<file path="src/rtl/kbd_matrix_scan.sv">
// Oric keyboard matrix scanner producing PS/2 set-2 make/break events.
// Optional debounce (two agreeing scans) when KBD_SCAN_DEBOUNCE_EN is defined.
module kbd_matrix_scan #(
    parameter int SETTLE_CYC = 4,
    parameter int FIFO_DEPTH = 8
) (
    input  logic       clk_sys,
    input  logic       reset_n,
    input  logic       scan_tick,
    output logic [2:0] col,
    input  logic [7:0] row_in,
    output logic       evt_valid,
    input  logic       evt_ready,
    output logic       evt_pressed,
    output logic       evt_extended,
    output logic [7:0] evt_code
);

    localparam int AW = $clog2(FIFO_DEPTH);
    localparam int CW = AW + 1;
    localparam logic [CW-1:0] DEPTH_C = CW'(FIFO_DEPTH);
    localparam logic [3:0] SETTLE_LAST = 4'(SETTLE_CYC - 1);

    localparam logic [1:0] S_WAIT   = 2'd0;
    localparam logic [1:0] S_SETTLE = 2'd1;
    localparam logic [1:0] S_SAMPLE = 2'd2;
    localparam logic [1:0] S_CMP    = 2'd3;

    // {extended, code} indexed by {col, row}
    function automatic logic [8:0] keymap(input logic [5:0] idx);
        logic [8:0] k;
        k = 9'h000;
        case (idx)
            6'o00: k = 9'h026;
            6'o01: k = 9'h022;
            6'o02: k = 9'h016;
            6'o03: k = 9'h00E;
            6'o04: k = 9'h02A;
            6'o05: k = 9'h02E;
            6'o06: k = 9'h031;
            6'o07: k = 9'h03D;
            6'o10: k = 9'h023;
            6'o11: k = 9'h015;
            6'o12: k = 9'h076;
            6'o13: k = 9'h00D;
            6'o14: k = 9'h02B;
            6'o15: k = 9'h02D;
            6'o16: k = 9'h02C;
            6'o17: k = 9'h03B;
            6'o20: k = 9'h021;
            6'o21: k = 9'h01E;
            6'o22: k = 9'h01A;
            6'o23: k = 9'h014;
            6'o24: k = 9'h025;
            6'o25: k = 9'h032;
            6'o26: k = 9'h036;
            6'o27: k = 9'h03A;
            6'o30: k = 9'h052;
            6'o31: k = 9'h05D;
            6'o32: k = 9'h058;
            6'o33: k = 9'h111;
            6'o34: k = 9'h04E;
            6'o35: k = 9'h04C;
            6'o36: k = 9'h046;
            6'o37: k = 9'h042;
            6'o40: k = 9'h029;
            6'o41: k = 9'h041;
            6'o42: k = 9'h049;
            6'o43: k = 9'h175;
            6'o44: k = 9'h012;
            6'o45: k = 9'h16B;
            6'o46: k = 9'h172;
            6'o47: k = 9'h174;
            6'o50: k = 9'h03C;
            6'o51: k = 9'h043;
            6'o52: k = 9'h044;
            6'o53: k = 9'h04D;
            6'o54: k = 9'h054;
            6'o55: k = 9'h171;
            6'o56: k = 9'h05B;
            6'o57: k = 9'h066;
            6'o60: k = 9'h01D;
            6'o61: k = 9'h01B;
            6'o62: k = 9'h024;
            6'o63: k = 9'h034;
            6'o64: k = 9'h033;
            6'o65: k = 9'h01C;
            6'o66: k = 9'h035;
            6'o67: k = 9'h03E;
            6'o70: k = 9'h045;
            6'o71: k = 9'h04A;
            6'o72: k = 9'h059;
            6'o73: k = 9'h055;
            6'o74: k = 9'h04B;
            6'o75: k = 9'h05A;
            6'o76: k = 9'h11F;
            6'o77: k = 9'h005;
            default: k = 9'h000;
        endcase
        return k;
    endfunction

    logic [1:0] state;
    logic [3:0] settle_cnt;
    logic [2:0] bit_idx;
    logic [7:0] sample [8];
    logic [7:0] stable [8];
`ifdef KBD_SCAN_DEBOUNCE_EN
    logic [7:0] prev [8];
`endif

    logic [9:0]    mem [FIFO_DEPTH];
    logic [AW-1:0] wr_ptr;
    logic [AW-1:0] rd_ptr;
    logic [CW-1:0] count;
    logic [9:0]    last_head;
    logic [9:0]    head;

    logic       cur_bit;
    logic       chg;
    logic       in_cmp;
    logic       full;
    logic       pop;
    logic       push;
    logic       stall;
    logic [9:0] push_data;

    always_comb begin
        cur_bit = sample[col][bit_idx];
`ifdef KBD_SCAN_DEBOUNCE_EN
        chg = (cur_bit == prev[col][bit_idx]) &&
              (cur_bit != stable[col][bit_idx]);
`else
        chg = cur_bit != stable[col][bit_idx];
`endif
        in_cmp    = state == S_CMP;
        full      = count == DEPTH_C;
        evt_valid = count != '0;
        pop       = evt_valid && evt_ready;
        // a full FIFO still accepts a push when it pops in the same cycle
        push      = in_cmp && chg && (!full || pop);
        stall     = in_cmp && chg && !push;
        push_data = {cur_bit, keymap({col, bit_idx})};
        head      = evt_valid ? mem[rd_ptr] : last_head;
    end

    assign {evt_pressed, evt_extended, evt_code} = head;

    always_ff @(posedge clk_sys or negedge reset_n) begin
        if (!reset_n) begin
            state      <= S_WAIT;
            col        <= '0;
            settle_cnt <= '0;
            bit_idx    <= '0;
            for (int i = 0; i < 8; i++) begin
                sample[i] <= '0;
                stable[i] <= '0;
`ifdef KBD_SCAN_DEBOUNCE_EN
                prev[i]   <= '0;
`endif
            end
        end else begin
            case (state)
                S_WAIT: begin
                    if (scan_tick) begin
                        state      <= S_SETTLE;
                        settle_cnt <= '0;
                    end
                end
                S_SETTLE: begin
                    if (settle_cnt == SETTLE_LAST) begin
                        state      <= S_SAMPLE;
                        settle_cnt <= '0;
                    end else begin
                        settle_cnt <= settle_cnt + 4'd1;
                    end
                end
                S_SAMPLE: begin
                    sample[col] <= row_in;
`ifdef KBD_SCAN_DEBOUNCE_EN
                    prev[col]   <= sample[col];
`endif
                    bit_idx     <= '0;
                    state       <= S_CMP;
                end
                S_CMP: begin
                    if (!stall) begin
                        if (push) begin
                            stable[col][bit_idx] <= cur_bit;
                        end
                        if (bit_idx == 3'd7) begin
                            col   <= col + 3'd1;
                            state <= S_WAIT;
                        end else begin
                            bit_idx <= bit_idx + 3'd1;
                        end
                    end
                end
                default: state <= S_WAIT;
            endcase
        end
    end

    always_ff @(posedge clk_sys) begin
        if (push) begin
            mem[wr_ptr] <= push_data;
        end
    end

    always_ff @(posedge clk_sys or negedge reset_n) begin
        if (!reset_n) begin
            wr_ptr    <= '0;
            rd_ptr    <= '0;
            count     <= '0;
            last_head <= '0;
        end else begin
            if (push) begin
                wr_ptr <= wr_ptr + 1'b1;
            end
            if (pop) begin
                rd_ptr <= rd_ptr + 1'b1;
            end
            case ({push, pop})
                2'b10:   count <= count + 1'b1;
                2'b01:   count <= count - 1'b1;
                default: count <= count;
            endcase
            // remembered so the outputs keep the last head once drained
            if (evt_valid) begin
                last_head <= mem[rd_ptr];
            end
        end
    end

endmodule

</file>
<file path="config.mk">
export PLATFORM = sky130hd
export DESIGN_NAME = kbd_matrix_scan
export DESIGN_NICKNAME = d
export VERILOG_FILES = /design/src/rtl/kbd_matrix_scan.sv
export SDC_FILE = /design/constraint.sdc
export NUM_CORES = 1
export LEC_CHECK = 0
export CAP_MARGIN = 20
export CORE_MARGIN = 10
export CORE_UTILIZATION = 60
export CTS_BUF_LIST = sky130_fd_sc_hd__clkbuf_4 sky130_fd_sc_hd__clkbuf_8 sky130_fd_sc_hd__clkbuf_16
export DETAILED_ROUTE_END_ITERATION = 6
export DONT_BUFFER_PORTS = 1
export HOLD_SLACK_MARGIN = 0.03
export PLACE_DENSITY_LB_ADDON = 0.1
export SYNTH_ARGS = -nofsm -noshare
export SYNTH_HDL_FRONTEND = slang
export SYNTH_SLANG_ARGS = --single-unit
export TNS_END_PERCENT = 1
</file>
<file path="constraint.sdc">
create_clock -name clk_sys -period 8.2 [get_ports clk_sys]
set_input_delay 1.64 -clock clk_sys [delete_from_list [all_inputs] [get_ports clk_sys]]
set_output_delay 1.64 -clock clk_sys [all_outputs]
set_load 0.03 [all_outputs]
</file>
==> flow_metrics.env, run 1 <==
export IMPL_p_clk_share_pct=20.9
export IMPL_status="finished clean"
export IMPL_num_rows=51
export IMPL_coreArea_um2=19500
export IMPL_cts_root_buffer="clkbuf_16"
export IMPL_htree_levels=1
export IMPL_cp_required_ps=8580
export IMPL_vdd_drop_max_uv=416
export IMPL_power_density_nw_per_um2=426
export IMPL_postCtsResizedCells=0
export IMPL_cts_setup_buffers=0
export IMPL_p_int_mw=3.14
export IMPL_reg2reg_depth=17
export IMPL_first_pass_iters=5
export IMPL_drt_iter0_markers=707
export IMPL_final_util_pct=66.4
export IMPL_die_width_um=161
export IMPL_period_minus_slack_ps=5350
export IMPL_hold_depth=1
export IMPL_gr_max_usage_layer="met2"
export IMPL_setup_viol=0
export IMPL_rsz0062_at_grt="no"
export IMPL_ios=26
export IMPL_cts_hold_buf=0
export IMPL_vias=8121
export IMPL_comb_power_share_pct=44.2
export IMPL_p_sw_mw=2.36
export IMPL_antenna_cells=0
export IMPL_ys_async_sr_fraction_pct=69.0
export IMPL_clkTransAtPathRegs_ps=60
export IMPL_finalMaxSlewViolations=0
export IMPL_syn_area_um2=11900
export IMPL_hold_path_class="reg2reg"
export IMPL_die_h_um=161
export IMPL_relSlewSlack_pct=26.3
export IMPL_fin_skew_ps=20.2
export IMPL_cts_tree="done"
export IMPL_antenna_found_initial=0
export IMPL_overflow=0
export IMPL_r2r_start="col[0]$_DFFE_PN0P_"
export IMPL_syn_area_per_cell_um2=11.8
export IMPL_first_global_vias=8410
export IMPL_synth_cell_types=65
export IMPL_cts_sinks=232
export IMPL_gr_usage_met2_pct=38.7
export IMPL_via_per_inst=6.45
export IMPL_grt_util_met1_pct=29.0
export IMPL_num_fill_cells=1472
export IMPL_critPathCaptureType="flip-flop"
export IMPL_max_clock_freq_mhz=187
export IMPL_min_from="stable[23]$_DFFE_PN0P_"
export IMPL_numCtsBuffers=25
export IMPL_switching_share_pct=42.9
export IMPL_met3_usage_pct=4.04
export IMPL_drc=0
export IMPL_startpoint="col[0]$_DFFE_PN0P_"
export IMPL_area_growth_pct=8.86
export IMPL_p_leak_nw=5.07
export IMPL_finalSetupTns_ps=0
export IMPL_fin_nets=1012
export IMPL_grt_pass1_wl_um=47700
export IMPL_clk_latency_ps=520
export IMPL_detail_route_wl_per_cell_um=23.4
export IMPL_routabilityCongestion=0.912
export IMPL_wl_um=29400
export IMPL_clockBufferDepth=3
export IMPL_synth_edf_count=72
export IMPL_synth_seq_area_share_pct=51.9
export IMPL_synth_warnings=0
export IMPL_yosys_most_used_dff="dfrtp_1"
export IMPL_syn_inst=1003
export IMPL_grt_use_total_pct=22.8
export IMPL_period_share_pct=65.3
export IMPL_critPathKind="reg2reg"
export IMPL_crit_path_max_fanout=73
export IMPL_place_hpwl_um=19100
export IMPL_maxCapViolCount=0
export IMPL_finalHoldViolCount=0
export IMPL_final_common_cell="dfrtp_1"
export IMPL_syn_num_nets=1039
export IMPL_dieArea_um2=25800
export IMPL_grt_max_degree=161
export IMPL_ant_nets=0
export IMPL_final_cell_mix="dfrtp_1, mux2_2, nand2_1"
export IMPL_ys_ff_latch=232
export IMPL_seq_power_share_pct=34.9
export IMPL_io_buffers=0
export IMPL_arrival_ps=5740
export IMPL_start_kind="flip-flop"
export IMPL_worst_pin_slew_ps=1100
export IMPL_drive_gt1_share_pct=22.9
export IMPL_initial_utilization_pct=61.0
layer usage:
layer,share of wire (%),vias up
li1,-,3677
met1,42,4145
met2,50,244
met5,0,-
met3,5.9,55
met4,2.9,0
critical path, cell delays in order (launching register included):
cell,delay [ps]
dfrtp_2,970
buf_4,440
nor2_2,210
o2bb2ai_1,210
a22oi_1,140
nand2_1,80
a31oi_1,260
nand4b_4,760
xor2_4,430
nor2_1,300
inv_2,140
ha_1,240
ha_1,270
a21o_1,170
a21oi_1,170
xnor2_1,150
nor2_1,70
xor2_1,150
through the flow:
stage,setup WS [ps],power [mW],hold slack [ps],std cells,area [um^2]
final,2850,5.50,483,1259,12900
after global routing,2460,5.82,497,1259,12900
after CTS,2810,5.51,486,1257,12900
after detailed placement,2820,4.35,473,1212,12000
after global placement,3030,4.26,466,1211,12000
after floorplan,4030,3.73,452,1003,11900
Yosys cell counts, types with 3 or more instances:
cell | instances | area (um^2)
a211oi_1 | 3 | 22.5
a21o_1 | 3 | 22.5
a21oi_1 | 36 | 180
a221o_1 | 6 | 60.1
a221oi_1 | 7 | 61.3
a22o_1 | 3 | 26.3
a22oi_1 | 11 | 82.6
a31oi_1 | 6 | 37.5
and2_1 | 3 | 18.8
and3_1 | 5 | 31.3
buf_1 | 14 | 52.6
buf_2 | 18 | 90.1
buf_6 | 3 | 33.8
clkbuf_1 | 39 | 146
dfrtp_1 | 160 | 4000
edfxtp_1 | 72 | 2160
ha_1 | 23 | 288
inv_1 | 17 | 63.8
mux2_1 | 12 | 135
mux2_2 | 130 | 1460
mux2i_1 | 43 | 430
mux4_2 | 18 | 405
nand2_1 | 95 | 357
nand2b_1 | 8 | 50.1
nand3_1 | 15 | 75.1
nand3b_1 | 6 | 45.0
nand4_1 | 11 | 68.8
nor2_1 | 39 | 146
nor2b_1 | 8 | 50.1
nor3_1 | 56 | 280
nor4_1 | 19 | 119
nor4b_1 | 4 | 35.0
o211ai_1 | 9 | 67.6
o21ai_0 | 40 | 200
o221ai_1 | 3 | 26.3
o22ai_1 | 6 | 37.5
o31ai_1 | 3 | 22.5
xnor2_1 | 7 | 61.3
xor2_1 | 4 | 35.0
final cells by class:
cell class	instances	area (um^2)	area share, %
Clock inverter	7	97.6	0.755
Timing Repair Buffer	22	170	1.32
Sequential cell	232	6170	47.8
Multi-Input combinational cell	675	5310	41.1
Inverter	20	75.1	0.581
Tap cell	265	332	2.57
Clock buffer	38	767	5.94
final timing paths:
kind                                           to  slack (ps)
max                          count[3]$_DFFE_PN0P_        2850
min                        stable[23]$_DFFE_PN0P_         480
max reg2reg                  count[3]$_DFFE_PN0P_        2850
min reg2reg                stable[23]$_DFFE_PN0P_         480
max in group asynchronous      col[2]$_DFFE_PN0P_        7180
min in group asynchronous   rd_ptr[0]$_DFFE_PN0P_         830
flip-flops by register name (all words and copies together), names as in the netlist:
register,count
mem,72
sample,64
stable,64
last_head,10
count,4
settle_cnt,4
bit_idx,3
col,3
rd_ptr,3
wr_ptr,3
state,2
power groups by stage:
stage | Combinational (mW) | Clock [mW] | Sequential (mW)
2_1_floorplan | 1.98 | 0 | 1.75
3_3_place_gp | 2.34 | 0 | 1.92
3_5_place_dp | 2.41 | 0 | 1.94
4_1_cts | 2.42 | 1.17 | 1.92
5_1_grt | 2.64 | 1.22 | 1.96
6_report | 2.43 | 1.15 | 1.92
kinds of logic after synthesis:
group / synth area share [%]
AO/OA/AOI/OAI: 8.62
XOR/XNOR: 0.949
adder cells (fa/ha/maj): 2.59
buffers and inverters: 3.48
flip-flops: 51.9
multiplexers: 20.5
AND/OR/NAND/NOR: 11.9
(Power assumes the default switching activity.)
==> run 2, diff against run 1 <==
--- a/config.mk
+++ b/config.mk
@@ -7,7 +7,7 @@
 export LEC_CHECK = 0
 export CAP_MARGIN = 20
 export CORE_MARGIN = 10
-export CORE_UTILIZATION = 60
+export CORE_UTILIZATION = 58
 export CTS_BUF_LIST = sky130_fd_sc_hd__clkbuf_4 sky130_fd_sc_hd__clkbuf_8 sky130_fd_sc_hd__clkbuf_16
 export DETAILED_ROUTE_END_ITERATION = 6
 export DONT_BUFFER_PORTS = 1
==> constraint.sdc (replaced) <==
create_clock -name clk_sys -period 4.35 [get_ports clk_sys]
set_input_delay 0.87 -clock clk_sys [delete_from_list [all_inputs] [get_ports clk_sys]]
set_output_delay 0.87 -clock clk_sys [all_outputs]
set_load 0.03 [all_outputs]
==> flow_metrics.env, run 2 (synthesized netlist as in run 1, its figures left out) <==
export IMPL_status="finished clean"
export IMPL_regMostFlops="mem"
export IMPL_num_fill_cells=1556
export IMPL_drive_gt1_share_pct=23.9
export IMPL_antenna_cells=0
export IMPL_dieArea_um2=26600
export IMPL_final_cell_mix="dfrtp_1, mux2_2, nand2_1"
export IMPL_fin_skew_ps=17.3
export IMPL_clk_latency_ps=520
export IMPL_num_rows=52
export IMPL_io_buffers=0
export IMPL_detail_route_wl_per_cell_um=23.0
export IMPL_drc=0
export IMPL_final_cells=1279
export IMPL_cts_setup_buffers=0
export IMPL_max_clock_freq_mhz=245
export IMPL_htree_levels=1
export IMPL_grt_pass1_wl_um=47500
export IMPL_wl_um=29400
export IMPL_hold_path_class="in2async"
export IMPL_ios=26
export IMPL_first_pass_iters=5
export IMPL_final_common_cell="dfrtp_1"
export IMPL_numCtsBuffers=24
export IMPL_power_density_nw_per_um2=798
export IMPL_worst_pin_slew_ps=1130
export IMPL_vias=8272
export IMPL_fin_area_um2=13000
export IMPL_grt_max_degree=161
export IMPL_vdd_drop_max_uv=1050
export IMPL_antenna_found_initial=0
export IMPL_finalHoldViolCount=0
export IMPL_clockBufferDepth=3
export IMPL_area_growth_pct=9.28
export IMPL_start_kind="flip-flop"
export IMPL_first_global_vias=8551
export IMPL_cts_tree="done"
export IMPL_routabilityCongestion=0.920
export IMPL_place_hpwl_um=19100
export IMPL_dpl_cell_count=1236
export IMPL_total_power_mw=10.3
export IMPL_largest_reg_flops=72
export IMPL_drt_iter0_markers=735
export IMPL_finalMaxSlewViolations=0
export IMPL_via_per_inst=6.47
export IMPL_cts_sinks=232
export IMPL_cts_root_buffer="clkbuf_16"
export IMPL_maxCapViolCount=0
export IMPL_fin_nets=1031
export IMPL_crit_path_max_fanout=65
export IMPL_critPathKind="reg2reg"
export IMPL_coreArea_um2=20200
export IMPL_grt_use_total_pct=22.2
export IMPL_period_share_pct=93.9
export IMPL_period_minus_slack_ps=4090
export IMPL_setup_viol=0
export IMPL_overflow=0
export IMPL_die_h_um=163
export IMPL_initial_utilization_pct=58.9
export IMPL_rsz0062_at_grt="no"
export IMPL_critPathCaptureType="flip-flop"
export IMPL_finalSetupTns_ps=0
export IMPL_arrival_ps=4470
export IMPL_die_width_um=163
export IMPL_final_util_pct=64.3
export IMPL_cp_required_ps=4740
export IMPL_ant_nets=0
export IMPL_clkTransAtPathRegs_ps=60
export IMPL_p_leak_nw=5.11
export IMPL_reg_top3="mem (72), sample (64), stable (64)"
export IMPL_placed_area_um2=12200
export IMPL_relSlewSlack_pct=23.7
-- run 2: layer usage --
layer  part of all wire [%]  track usage, %  vias to the layer above
met2                     50            37.6                      299
li1                       -               -                     3720
met1                     41            28.3                     4169
met4                    3.5            8.11                        0
met3                    5.8            3.62                       84
met5                      0               0                        -
-- run 2: report_power, final --
| part | internal, mW | switching (mW) |
|---|---|---|
| clock network | 1.16 | 0.803 |
| logic | 1.66 | 3.23 |
| registers | 3.04 | 0.446 |
-- run 2: final cells by class --
class,count,area (um^2),share of cell area [%]
Clock buffer,33,692,5.33
Clock inverter,7,61.3,0.473
Inverter,20,75.1,0.579
Multi-Input combinational cell,675,5310,41.0
Sequential cell,232,6170,47.6
Tap cell,270,338,2.60
Timing Repair Buffer,42,320,2.47
-- run 2: critical path, cell delays in order (launching register included) --
cell and delay [ps]:
dfrtp_4 660, buf_12 350, mux2i_1 160, o221ai_1 210, nor2_1 80, nor4_1 590, nor4_4 140, xor2_4 190
nor2_1 200, inv_2 110, ha_1 230, ha_1 280, a21o_1 170, a21oi_1 170, xnor2_1 150, nor2_1 70
xor2_1 140
-- run 2: per-stage QoR --
| stage | setup WS, ps | hold WS [ps] |
|---|---|---|
| final | 265 | 60.0 |
| after global routing | 45.3 | 33.2 |
| after CTS | 165 | 40.2 |
| after detailed placement | 193 | 481 |
| after global placement | 302 | 471 |
| after floorplan | 416 | 452 |
-- run 2: repair_timing --
action | 4_1_cts | 5_1_grt
gates resized for setup | 0 | 2
hold buffers | 0 | 0
endpoints found under the setup margin | 0 | 1
-- run 2: worst paths after layout --
path                                         from                     end  slack [ps]  cells past startpoint
min in group clk_sys       stable[19]$_DFFE_PN0P_  stable[19]$_DFFE_PN0P_         500                      1
setup reg to reg               col[2]$_DFFE_PN0P_    count[3]$_DFFE_PN0P_         260                     16
hold / removal                            reset_n  last_head[3]$_DFF_PN0_          60                      0
hold reg to reg            stable[19]$_DFFE_PN0P_  stable[19]$_DFFE_PN0P_         500                      1
max in group asynchronous                 reset_n  last_head[5]$_DFF_PN0_        3870                      0
setup / recovery               col[2]$_DFFE_PN0P_    count[3]$_DFFE_PN0P_         260                     16
